File: src/rtl/selen_cpu_pkg.sv
// Shared CPU definitions: data width, NOP encoding, default reset PC and the
// prefetch buffer entry layout.
package selen_cpu_pkg;

   localparam int XLEN = 32;

   localparam logic [XLEN-1:0] NOP_INST         = 32'h0000_0013;
   localparam logic [XLEN-1:0] RESET_PC_DEFAULT = 32'h0000_0000;

   typedef struct packed {
      logic [XLEN-1:0] pc;
      logic [XLEN-1:0] inst;
   } fetch_entry_t;

   function automatic logic [XLEN-1:0] pc_next(input logic [XLEN-1:0] pc);
      return pc + 32'd4;
   endfunction

endpackage

File: src/rtl/fetch_buffer.sv
// Prefetch FIFO between the instruction bus and the decode register.
// Push while full is accepted only together with a pop.
module fetch_buffer
   import selen_cpu_pkg::*;
#(
   parameter int DEPTH = 2
) (
   input  logic                       clk,
   input  logic                       reset,
   input  logic                       i_push,
   input  logic                       i_pop,
   input  logic                       i_clear,
   input  fetch_entry_t               i_entry,
   output fetch_entry_t               o_head,
   output logic                       o_empty,
   output logic [$clog2(DEPTH):0]     o_count
);

   localparam int AW = $clog2(DEPTH);
   localparam logic [AW:0] CNT_FULL = (AW+1)'(DEPTH);

   fetch_entry_t    r_mem [DEPTH];
   logic [AW-1:0]   r_wptr;
   logic [AW-1:0]   r_rptr;
   logic [AW:0]     r_count;
   logic            w_full;
   logic            w_push_ok;
   logic            w_pop_ok;

   assign o_empty   = (r_count == '0);
   assign w_full    = (r_count == CNT_FULL);
   assign w_pop_ok  = i_pop && !o_empty;
   assign w_push_ok = i_push && (!w_full || w_pop_ok);
   assign o_head    = r_mem[r_rptr];
   assign o_count   = r_count;

   always_ff @(posedge clk or posedge reset) begin
      if (reset) begin
         r_wptr  <= '0;
         r_rptr  <= '0;
         r_count <= '0;
      end else if (i_clear) begin
         r_wptr  <= '0;
         r_rptr  <= '0;
         r_count <= '0;
      end else begin
         if (w_push_ok) r_wptr <= r_wptr + 1'b1;
         if (w_pop_ok)  r_rptr <= r_rptr + 1'b1;
         if (w_push_ok && !w_pop_ok)
            r_count <= r_count + 1'b1;
         else if (!w_push_ok && w_pop_ok)
            r_count <= r_count - 1'b1;
      end
   end

   always_ff @(posedge clk) begin
      if (w_push_ok && !i_clear)
         r_mem[r_wptr] <= i_entry;
   end

endmodule

File: src/rtl/fetch_stage.sv
// Instruction fetch: single-outstanding bus requester feeding a prefetch
// buffer, plus the decode-stage instruction register.
//
//   state | meaning
//   IDLE  | no request outstanding
//   REQ   | strobe high, waiting for ack
//   DROP  | request outstanding, its response will be discarded
module fetch_stage
   import selen_cpu_pkg::*;
#(
   parameter logic [XLEN-1:0] RESET_PC  = RESET_PC_DEFAULT,
   parameter int              BUF_DEPTH = 2
) (
   input  logic            clk,
   input  logic            reset,
   input  logic            enbD,
   input  logic            flashD,
   input  logic            redirect_in,
   input  logic [XLEN-1:0] redirect_pc_in,
   output logic [XLEN-1:0] inst_addr_out,
   output logic            inst_stb_out,
   input  logic            inst_ack_in,
   input  logic [XLEN-1:0] inst_data_in,
   output logic            inst_stall_out,
   output logic [XLEN-1:0] instD,
   output logic [XLEN-1:0] pcD,
   output logic            validD
);

   localparam logic [1:0] ST_IDLE = 2'd0;
   localparam logic [1:0] ST_REQ  = 2'd1;
   localparam logic [1:0] ST_DROP = 2'd2;

   localparam int CW = $clog2(BUF_DEPTH) + 1;
   localparam logic [CW-1:0] CNT_FULL = CW'(BUF_DEPTH);
   localparam logic [CW-1:0] CNT_LAST = CW'(BUF_DEPTH - 1);

   logic [1:0]      r_state;
   logic [XLEN-1:0] r_fetch_pc;
   logic            r_stb;
   logic [XLEN-1:0] r_addr;
   logic [XLEN-1:0] r_instD;
   logic [XLEN-1:0] r_pcD;
   logic            r_validD;

   fetch_entry_t    w_head;
   fetch_entry_t    w_entry;
   logic            w_buf_empty;
   logic [CW-1:0]   w_buf_count;
   logic            w_push;
   logic            w_pop;
   logic            w_room;
   logic            w_room_after_push;

   assign w_pop  = !redirect_in && !flashD && !enbD && !w_buf_empty;
   assign w_push = (r_state == ST_REQ) && inst_ack_in && !redirect_in;

   assign w_entry.pc   = r_fetch_pc;
   assign w_entry.inst = inst_data_in;

   // Issue decisions look at the registered occupancy; a pop this cycle only
   // counts toward keeping back-to-back requests going after an ack.
   assign w_room            = (w_buf_count < CNT_FULL);
   assign w_room_after_push = w_pop || (w_buf_count < CNT_LAST);

   fetch_buffer #(
      .DEPTH (BUF_DEPTH)
   ) u_buf (
      .clk     (clk),
      .reset   (reset),
      .i_push  (w_push),
      .i_pop   (w_pop),
      .i_clear (redirect_in),
      .i_entry (w_entry),
      .o_head  (w_head),
      .o_empty (w_buf_empty),
      .o_count (w_buf_count)
   );

   always_ff @(posedge clk or posedge reset) begin
      if (reset) begin
         r_state    <= ST_IDLE;
         r_fetch_pc <= RESET_PC;
         r_stb      <= 1'b0;
         r_addr     <= RESET_PC;
      end else begin
         case (r_state)
            ST_IDLE: begin
               if (redirect_in) begin
                  r_fetch_pc <= redirect_pc_in;
               end else if (w_room) begin
                  r_state <= ST_REQ;
                  r_stb   <= 1'b1;
                  r_addr  <= r_fetch_pc;
               end
            end
            ST_REQ: begin
               if (redirect_in) begin
                  r_fetch_pc <= redirect_pc_in;
                  if (inst_ack_in) begin
                     r_state <= ST_IDLE;
                     r_stb   <= 1'b0;
                  end else begin
                     r_state <= ST_DROP;
                  end
               end else if (inst_ack_in) begin
                  r_fetch_pc <= pc_next(r_fetch_pc);
                  if (w_room_after_push) begin
                     r_addr <= pc_next(r_fetch_pc);
                  end else begin
                     r_state <= ST_IDLE;
                     r_stb   <= 1'b0;
                  end
               end
            end
            ST_DROP: begin
               if (redirect_in) r_fetch_pc <= redirect_pc_in;
               if (inst_ack_in) begin
                  r_state <= ST_IDLE;
                  r_stb   <= 1'b0;
               end
            end
            default: begin
               r_state <= ST_IDLE;
               r_stb   <= 1'b0;
            end
         endcase
      end
   end

   always_ff @(posedge clk or posedge reset) begin
      if (reset) begin
         r_instD  <= NOP_INST;
         r_pcD    <= '0;
         r_validD <= 1'b0;
      end else if (redirect_in || flashD) begin
         r_instD  <= NOP_INST;
         r_validD <= 1'b0;
      end else if (!enbD) begin
         if (!w_buf_empty) begin
            r_instD  <= w_head.inst;
            r_pcD    <= w_head.pc;
            r_validD <= 1'b1;
         end else begin
            r_instD  <= NOP_INST;
            r_validD <= 1'b0;
         end
      end
   end

   assign inst_addr_out  = r_addr;
   assign inst_stb_out   = r_stb;
   assign inst_stall_out = w_buf_empty;
   assign instD          = r_instD;
   assign pcD            = r_pcD;
   assign validD         = r_validD;

endmodule
File: config.mk
export PLATFORM = sky130hd
export DESIGN_NAME = fetch_stage
export DESIGN_NICKNAME = d
export VERILOG_FILES = /design/src/rtl/selen_cpu_pkg.sv /design/src/rtl/fetch_buffer.sv /design/src/rtl/fetch_stage.sv
export SDC_FILE = /design/constraint.sdc
export NUM_CORES = 1
export LEC_CHECK = 0
export CORE_UTILIZATION = 45
export DETAILED_ROUTE_END_ITERATION = 10
export GPL_TIMING_DRIVEN = 0
export PLACE_DENSITY = 0.74
export SYNTH_ARGS = -nofsm -noshare
export SYNTH_HDL_FRONTEND = slang
export SYNTH_HIERARCHICAL = 1
export SYNTH_SLANG_ARGS = --single-unit
File: constraint.sdc
create_clock -name clk -period 8.7 [get_ports clk]
set_input_delay 0.87 -clock clk [delete_from_list [all_inputs] [get_ports clk]]
set_output_delay 0.87 -clock clk [all_outputs]
set_load 0.02 [all_outputs]
==> metrics.yaml, run 1 <==
vias: 7949
min_from: "pcD[8]"
syn_nets: 973
path_buf_inv: 6
async_flop_share_pct: 51.5
ir_worst_vdd_mv: 0.144
synth_cell_types: 61
hold_viol: 0
synthToLayoutAreaGrowth_pct: 27.6
slew_viol_final: 0
rsz0062_at_grt: "no"
clk_latency_ns: 0.52
synth_edf_count: 128
end_kind: "register"
drtIter0Drc: 822
io_buffers: 168
layout.nets: 1179
drv_cap: 0
setup_viol: 0
routed_via_density: 5.47
layout_commonest_cell: "clkdlybuf4s50_1"
synth_area_per_cell_um2: 12.4
timing.final.ws_setup_ns: 5.00
whs_endpoint: "pcD[8]"
clock-sinks: 264
worstMarginPinSlew_ns: 0.747
hold_buffers: 0
slowest_delay_ns: 0.58
postCtsSetupBuffers: 0
firstDrtPassIters: 5
critPathArrivalTime_ns: 3.93
rows: 57
fin_crit_ns: 3.70
grt_usage_pct: 22.3
cpMostUsedCell: "buf_6"
holdPathStages: 2
r2r-end: "u_buf/r_mem[0][58]"
coreArea_um2: 24300
start_kind: "input pin"
synth_flop_cell: "dfrtp_1"
die-area_um2: 25400
initial_core_util_pct: 45.8
cts_tree: "yes"
gr-total-overflow: 0
clk_pin_slew_ns: 0.06
synth_area_um2: 11100
slowest_stage: "clkdlybuf4s50_1"
die_x_um: 159
grt_start_max_net_pins: 77
crit_family: "buffers and inverters"
ys_seq_area_share_pct: 65.1
slew_headroom_pct: 50.2
layout-drive-gt1-share_pct: 14.6
h-tree-depth: 1
io_pins: 169
crit_type: "in2reg"
period_share_pct: 42.5
gp_congestion: 0.897
crit_required_ns: 8.93
cts_resized: 0
critical_path_peak_fanout: 15
ff2ff_setup_slack_ns: 5.39
r2r_cells: 11
stdcell_area_um2: 14200
hp-class: "reg2reg"
mostFrequentLayoutCells: "clkdlybuf4s50_1 (168), dfrtp_1 (133), nand2_1 (130), edfxtp_1 (128), a21oi_1 (70)"
final_antenna_net_count: 0
yosys_warnings: 6
clock_skew_ns: 0.00655
grt_pass1_wl_um: 44500
status: "complete, no violations"
die_h_um: 159
wirelength_um: 28500
clk_path_buf_depth: 3
path_cells: "clkdlybuf4s50_1 > nor2_1 > nand2_1 > inv_2 > clkbuf_1 > or3b_4 > nand2_1 > nor3_2 > buf_6 > buf_6 > buf_6"
cts_root_buffer: "clkbuf_16"
num_antenna_cells: 0
dp_hpwl_um: 19600
fmax_mhz: 270
place_area_um2: 13400
synth_cells: 902
synth-seq-cells: 264
wl_per_cell_um: 19.6
remaining_drc_errors: 0
place_ws_ns: 4.44
timing.rr.start: "u_buf/o_count[1]"
leakage_nw: 5.40
cts_buffers: 27
first_global_vias: 7858
powerDensity_nw_per_um2: 228
antenna_found_initial: 0
fillers: 1987
==> cell usage after synthesis, drive strengths merged, types with 3 or more instances <==
master	count	area, um^2
a2bb2oi	6	52.6
o22a	9	78.8
xnor2	15	131
clkbuf	28	106
o21a	3	22.5
nor3	12	75.1
inv	9	33.8
a211oi	3	22.5
or3	5	31.3
nand2b	4	25.0
nor2	59	221
edfxtp	128	3840
nand2	131	499
and3	9	60.1
nand4	16	113
nor2b	4	25.0
and2	8	50.1
a22o	29	254
a21oi	71	359
dfrtp	133	3330
nor4	9	71.3
o22ai	9	56.3
nand3	28	150
mux2	68	766
xor2	16	140
and4	4	37.5
o21ai	23	115
dfstp	3	78.8
a31oi	4	25.0
buf	33	159
==> how the worst max path moves through the flow <==
stage           startpoint                  to  slack [ns]  cells after the start
6_report       redirect_in  u_buf/r_mem[0][58]        5.00                     11
5_1_grt        redirect_in  u_buf/r_mem[0][53]        4.71                     11
3_5_place_dp   redirect_in  u_buf/r_mem[0][51]        4.44                     11
4_1_cts        redirect_in  u_buf/r_mem[0][53]        4.96                     11
3_3_place_gp   redirect_in  u_buf/r_mem[0][51]       -1.93                      8
2_1_floorplan  redirect_in   u_buf/r_mem[0][0]        1.93                      7
==> stage by stage <==
step / power, W / utilization (%) / instances / setup TNS [ns] / hold slack, ns
after detailed placement: 0.00216 / 55.0 / 1403 / 0 / 0.462
final: 0.00324 / 58.5 / 1452 / 0 / 0.470
after global placement: 0.00215 / 54.4 / 1394 / -123.42 / 0.454
after floorplan: 0.00186 / - / 902 / 0 / 0.437
after global routing: 0.00338 / 58.5 / 1452 / 0 / 0.489
after CTS: 0.00327 / 58.5 / 1452 / 0 / 0.476
==> tightest hold or removal path: stages (launching register included) <==
cell	delay (ns)
dfrtp_1	0.33
nand2_1	0.05
nand2_1	0.05
==> registers in the layout (all words and copies together), names as in the netlist, 2 cells and up <==
name and flops:
u_buf/o_count 2, pcD 32, u_buf/r_mem 128, r_fetch_pc 32, r_state 2, inst_addr_out 32, instD 32
==> cell families after synthesis <==
family | Yosys count | synth area share (%)
AND/OR/NAND/NOR | 298 | 12.9
flip-flops | 264 | 65.1
AO/OA/AOI/OAI | 169 | 9.85
buffers and inverters | 70 | 2.68
multiplexers | 69 | 6.96
XOR/XNOR | 31 | 2.44
adder cells (fa/ha/maj) | 1 | 0.112
==> power breakdown <==
part           internal [W]  switching (W)
registers           0.00144      0.0000949
logic              0.000268       0.000342
clock network      0.000644       0.000456
total               0.00235       0.000893
==> metal layers <==
metal  part of all wire [%]  track usage, %  routed length (um)  vias to the layer above
met4                    2.0            5.51                 558                        0
met5                      0               0                   0                        -
met1                     45            32.2               12800                     3893
li1                       -               -                   -                     3691
met3                    7.2            3.67                2060                       45
met2                     46            35.4               13200                      320
==> cell type report <==
class	instances	area, um^2	area share, %
sequential	264	7250	51.0
tap	324	405	2.85
buffer	61	265	1.87
clock buffer	43	786	5.53
timing repair buffer	177	1810	12.7
multi-input combinational	568	3600	25.3
inverter	9	38.8	0.273
clock inverter	6	53.8	0.378
Power figures use the tool's default switching activity.
==> run 2: changes to the inputs <==
--- a/config.mk
+++ b/config.mk
@@ -8,7 +8,7 @@
 export CORE_UTILIZATION = 45
 export DETAILED_ROUTE_END_ITERATION = 10
 export GPL_TIMING_DRIVEN = 0
-export PLACE_DENSITY = 0.74
+export PLACE_DENSITY = 0.77
 export SYNTH_ARGS = -nofsm -noshare
 export SYNTH_HDL_FRONTEND = slang
 export SYNTH_HIERARCHICAL = 1
==> constraint.sdc (replaced) <==
create_clock -name clk -period 3.29 [get_ports clk]
set_input_delay 0.329 -clock clk [delete_from_list [all_inputs] [get_ports clk]]
set_output_delay 0.329 -clock clk [all_outputs]
set_load 0.02 [all_outputs]
==> metrics.yaml, run 2 (synthesis results as in run 1) <==
cts_tree: "yes"  # unchanged
fmax_mhz: 344
clk_path_buf_depth: 3  # unchanged
gp_congestion: 0.903  # was 0.897
postCtsSetupBuffers: 0  # unchanged
setup_viol: 0  # unchanged
fillers: 1940  # was 1987
gr-total-overflow: 0  # unchanged
path_buf_inv: 6  # unchanged
io_buffers: 168  # unchanged
largest_register_ffs: 128  # unchanged
fin_crit_ns: 2.91
grt_start_max_net_pins: 42  # was 77
layout-drive-gt1-share_pct: 15.6  # was 14.6%
period_share_pct: 88.5
cts_root_buffer: "clkbuf_16"  # unchanged
clk_pin_slew_ns: 0.06  # about the same
powerDensity_nw_per_um2: 603  # was 228 nW/um^2
hold_ws_ns: 0.0878  # was 0.470 ns
stdcell_area_um2: 14300  # was 14200 um^2
grt_usage_pct: 22.2  # was 22.3%
end_kind: "register"  # unchanged
hold_buffers: 0  # unchanged
slew_headroom_pct: 45.4  # was 50.2%
cts_buffers: 27  # unchanged
hold_viol: 0  # unchanged
crit_type: "in2reg"  # unchanged
slew_viol_final: 0  # unchanged
cp-startpoint: "redirect_in"  # unchanged
synthToLayoutAreaGrowth_pct: 28.3  # was 27.6%
dp_hpwl_um: 19600  # about the same
critical_path_peak_fanout: 19  # was 15
cpMostUsedCell: "buf_2"  # was buf_6
fin_total_pwr_w: 0.00862  # was 0.00324 W
crit_family: "buffers and inverters"  # unchanged
worstMarginPinSlew_ns: 0.812  # was 0.747 ns
final_core_util_pct: 58.8  # was 58.5%
io_pins: 169  # unchanged
first_global_vias: 7985  # was 7858
mostFrequentLayoutCells: "clkdlybuf4s50_1 (168), dfrtp_1 (131), nand2_1 (130), edfxtp_1 (128), a21oi_1 (70)"  # was clkdlybuf4s50_1 (168), dfrtp_1 (133), nand2_1 (130), edfxtp_1 (128), a21oi_1 (70)
initial_core_util_pct: 45.8  # unchanged
layout_commonest_cell: "clkdlybuf4s50_1"  # unchanged
wirelength_um: 28100  # was 28500 um
antenna_found_initial: 0  # unchanged
remaining_drc_errors: 0  # unchanged
drv_cap: 0  # unchanged
vias: 8003  # was 7949
leakage_nw: 5.44  # was 5.40 nW
num_antenna_cells: 0  # unchanged
h-tree-depth: 1  # unchanged
stdcell_count: 1452  # unchanged
firstDrtPassIters: 5  # unchanged
drtIter0Drc: 782  # was 822
ir_worst_vdd_mv: 0.447  # was 0.144 mV
path_cells: "clkdlybuf4s50_1 > buf_2 > nand2b_1 > buf_2 > nor2_1 > buf_2 > nand2_1 > nor3_4 > buf_8 > buf_16"  # was clkdlybuf4s50_1 > nor2_1 > nand2_1 > inv_2 > clkbuf_1 > or3b_4 > nand2_1 > nor3_2 > buf_6 > buf_6 > buf_6
place_area_um2: 13400  # about the same
coreArea_um2: 24300  # unchanged
wl_per_cell_um: 19.4  # was 19.6 um
rows: 57  # unchanged
slowest_delay_ns: 0.62  # was 0.58 ns
timing.rr.start: "u_buf/o_count[1]"  # unchanged
start_kind: "input pin"  # unchanged
rsz0062_at_grt: "no"  # unchanged
clock-sinks: 264  # unchanged
dpl.cell_count: 1402  # was 1403
status: "complete, no violations"  # unchanged
crit_required_ns: 3.53  # was 8.93 ns
clk_latency_ns: 0.54  # was 0.52 ns
routed_via_density: 5.51  # was 5.47
layout.nets: 1178  # was 1179
cts_resized: 0  # unchanged
grt_pass1_wl_um: 44400  # was 44500 um
critPathArrivalTime_ns: 3.15  # was 3.93 ns
die_x_um: 159  # unchanged
largest_register: "u_buf/r_mem"  # unchanged
die_h_um: 159  # unchanged
slowest_stage: "clkdlybuf4s50_1"  # unchanged
die-area_um2: 25400  # unchanged
clock_skew_ns: 0.0222  # was 0.00655 ns
hp-class: "in2async"  # was reg2reg
final_antenna_net_count: 0  # unchanged
[run 2: cell count changes in the layout (fill, tap and decap cells not counted), sizes merged]
| cell | delta |
|---|---|
| bufinv | -1 |
| clkinv | +2 |
| clkinvlp | +1 |
| clkbuf | -1 |
| buf | -1 |
[run 2: cell type report]
type	count	area, um^2	area share [%]
buffer	61	269	1.88
clock buffer	42	823	5.76
clock inverter	8	47.5	0.332
inverter	9	37.5	0.262
multi-input combinational	568	3610	25.3
sequential	264	7250	50.7
tap	324	405	2.83
timing repair buffer	176	1850	13.0
[run 2: metal layers]
metal,vias up,GRT usage [%],wire length [um]
met2,336,35.1,13000
met1,3919,31.0,12500
met4,0,7.39,708
li1,3689,-,-
met3,59,3.96,1950
met5,-,0,0
[run 2: worst register-to-register path, cell delays in order (launching register included)]
cell and delay [ns]:
dfrtp_2 0.48, nor2_2 0.08, nor2_1 0.10, nand2_1 0.08
inv_2 0.23, clkbuf_4 0.31, or3b_4 0.18, nand2_1 0.09
nor3_4 0.49, buf_8 0.23, buf_16 0.18
[run 2: stage by stage]
stage / TNS, ns / setup WS (ns)
after global placement: -235.43 / -1.79
final: 0 / 0.379
after global routing: 0 / 0.262
after CTS: 0 / 0.387
after floorplan: 0 / 0.0252
after detailed placement: -7.03 / -0.167
[run 2: report_power, final]
part           leakage [nW]  internal (W)  total, W  switching (W)
Combinational          2.18      0.000714   0.00161       0.000900
Clock                 0.434       0.00172   0.00295        0.00123
Sequential             2.82       0.00380   0.00405       0.000254
[run 2: path summary, 6_finish.rpt]
check,end,slack (ns),cells after the start
min,u_buf/r_rptr,0.09,2
max in group asynchronous,inst_addr_out[20],2.04,4
min reg2reg,pcD[14],0.47,2
max,u_buf/r_mem[0][7],0.38,10
max reg2reg,u_buf/r_mem[0][7],0.52,10
min in group clk,u_buf/r_mem[0][23],0.36,1
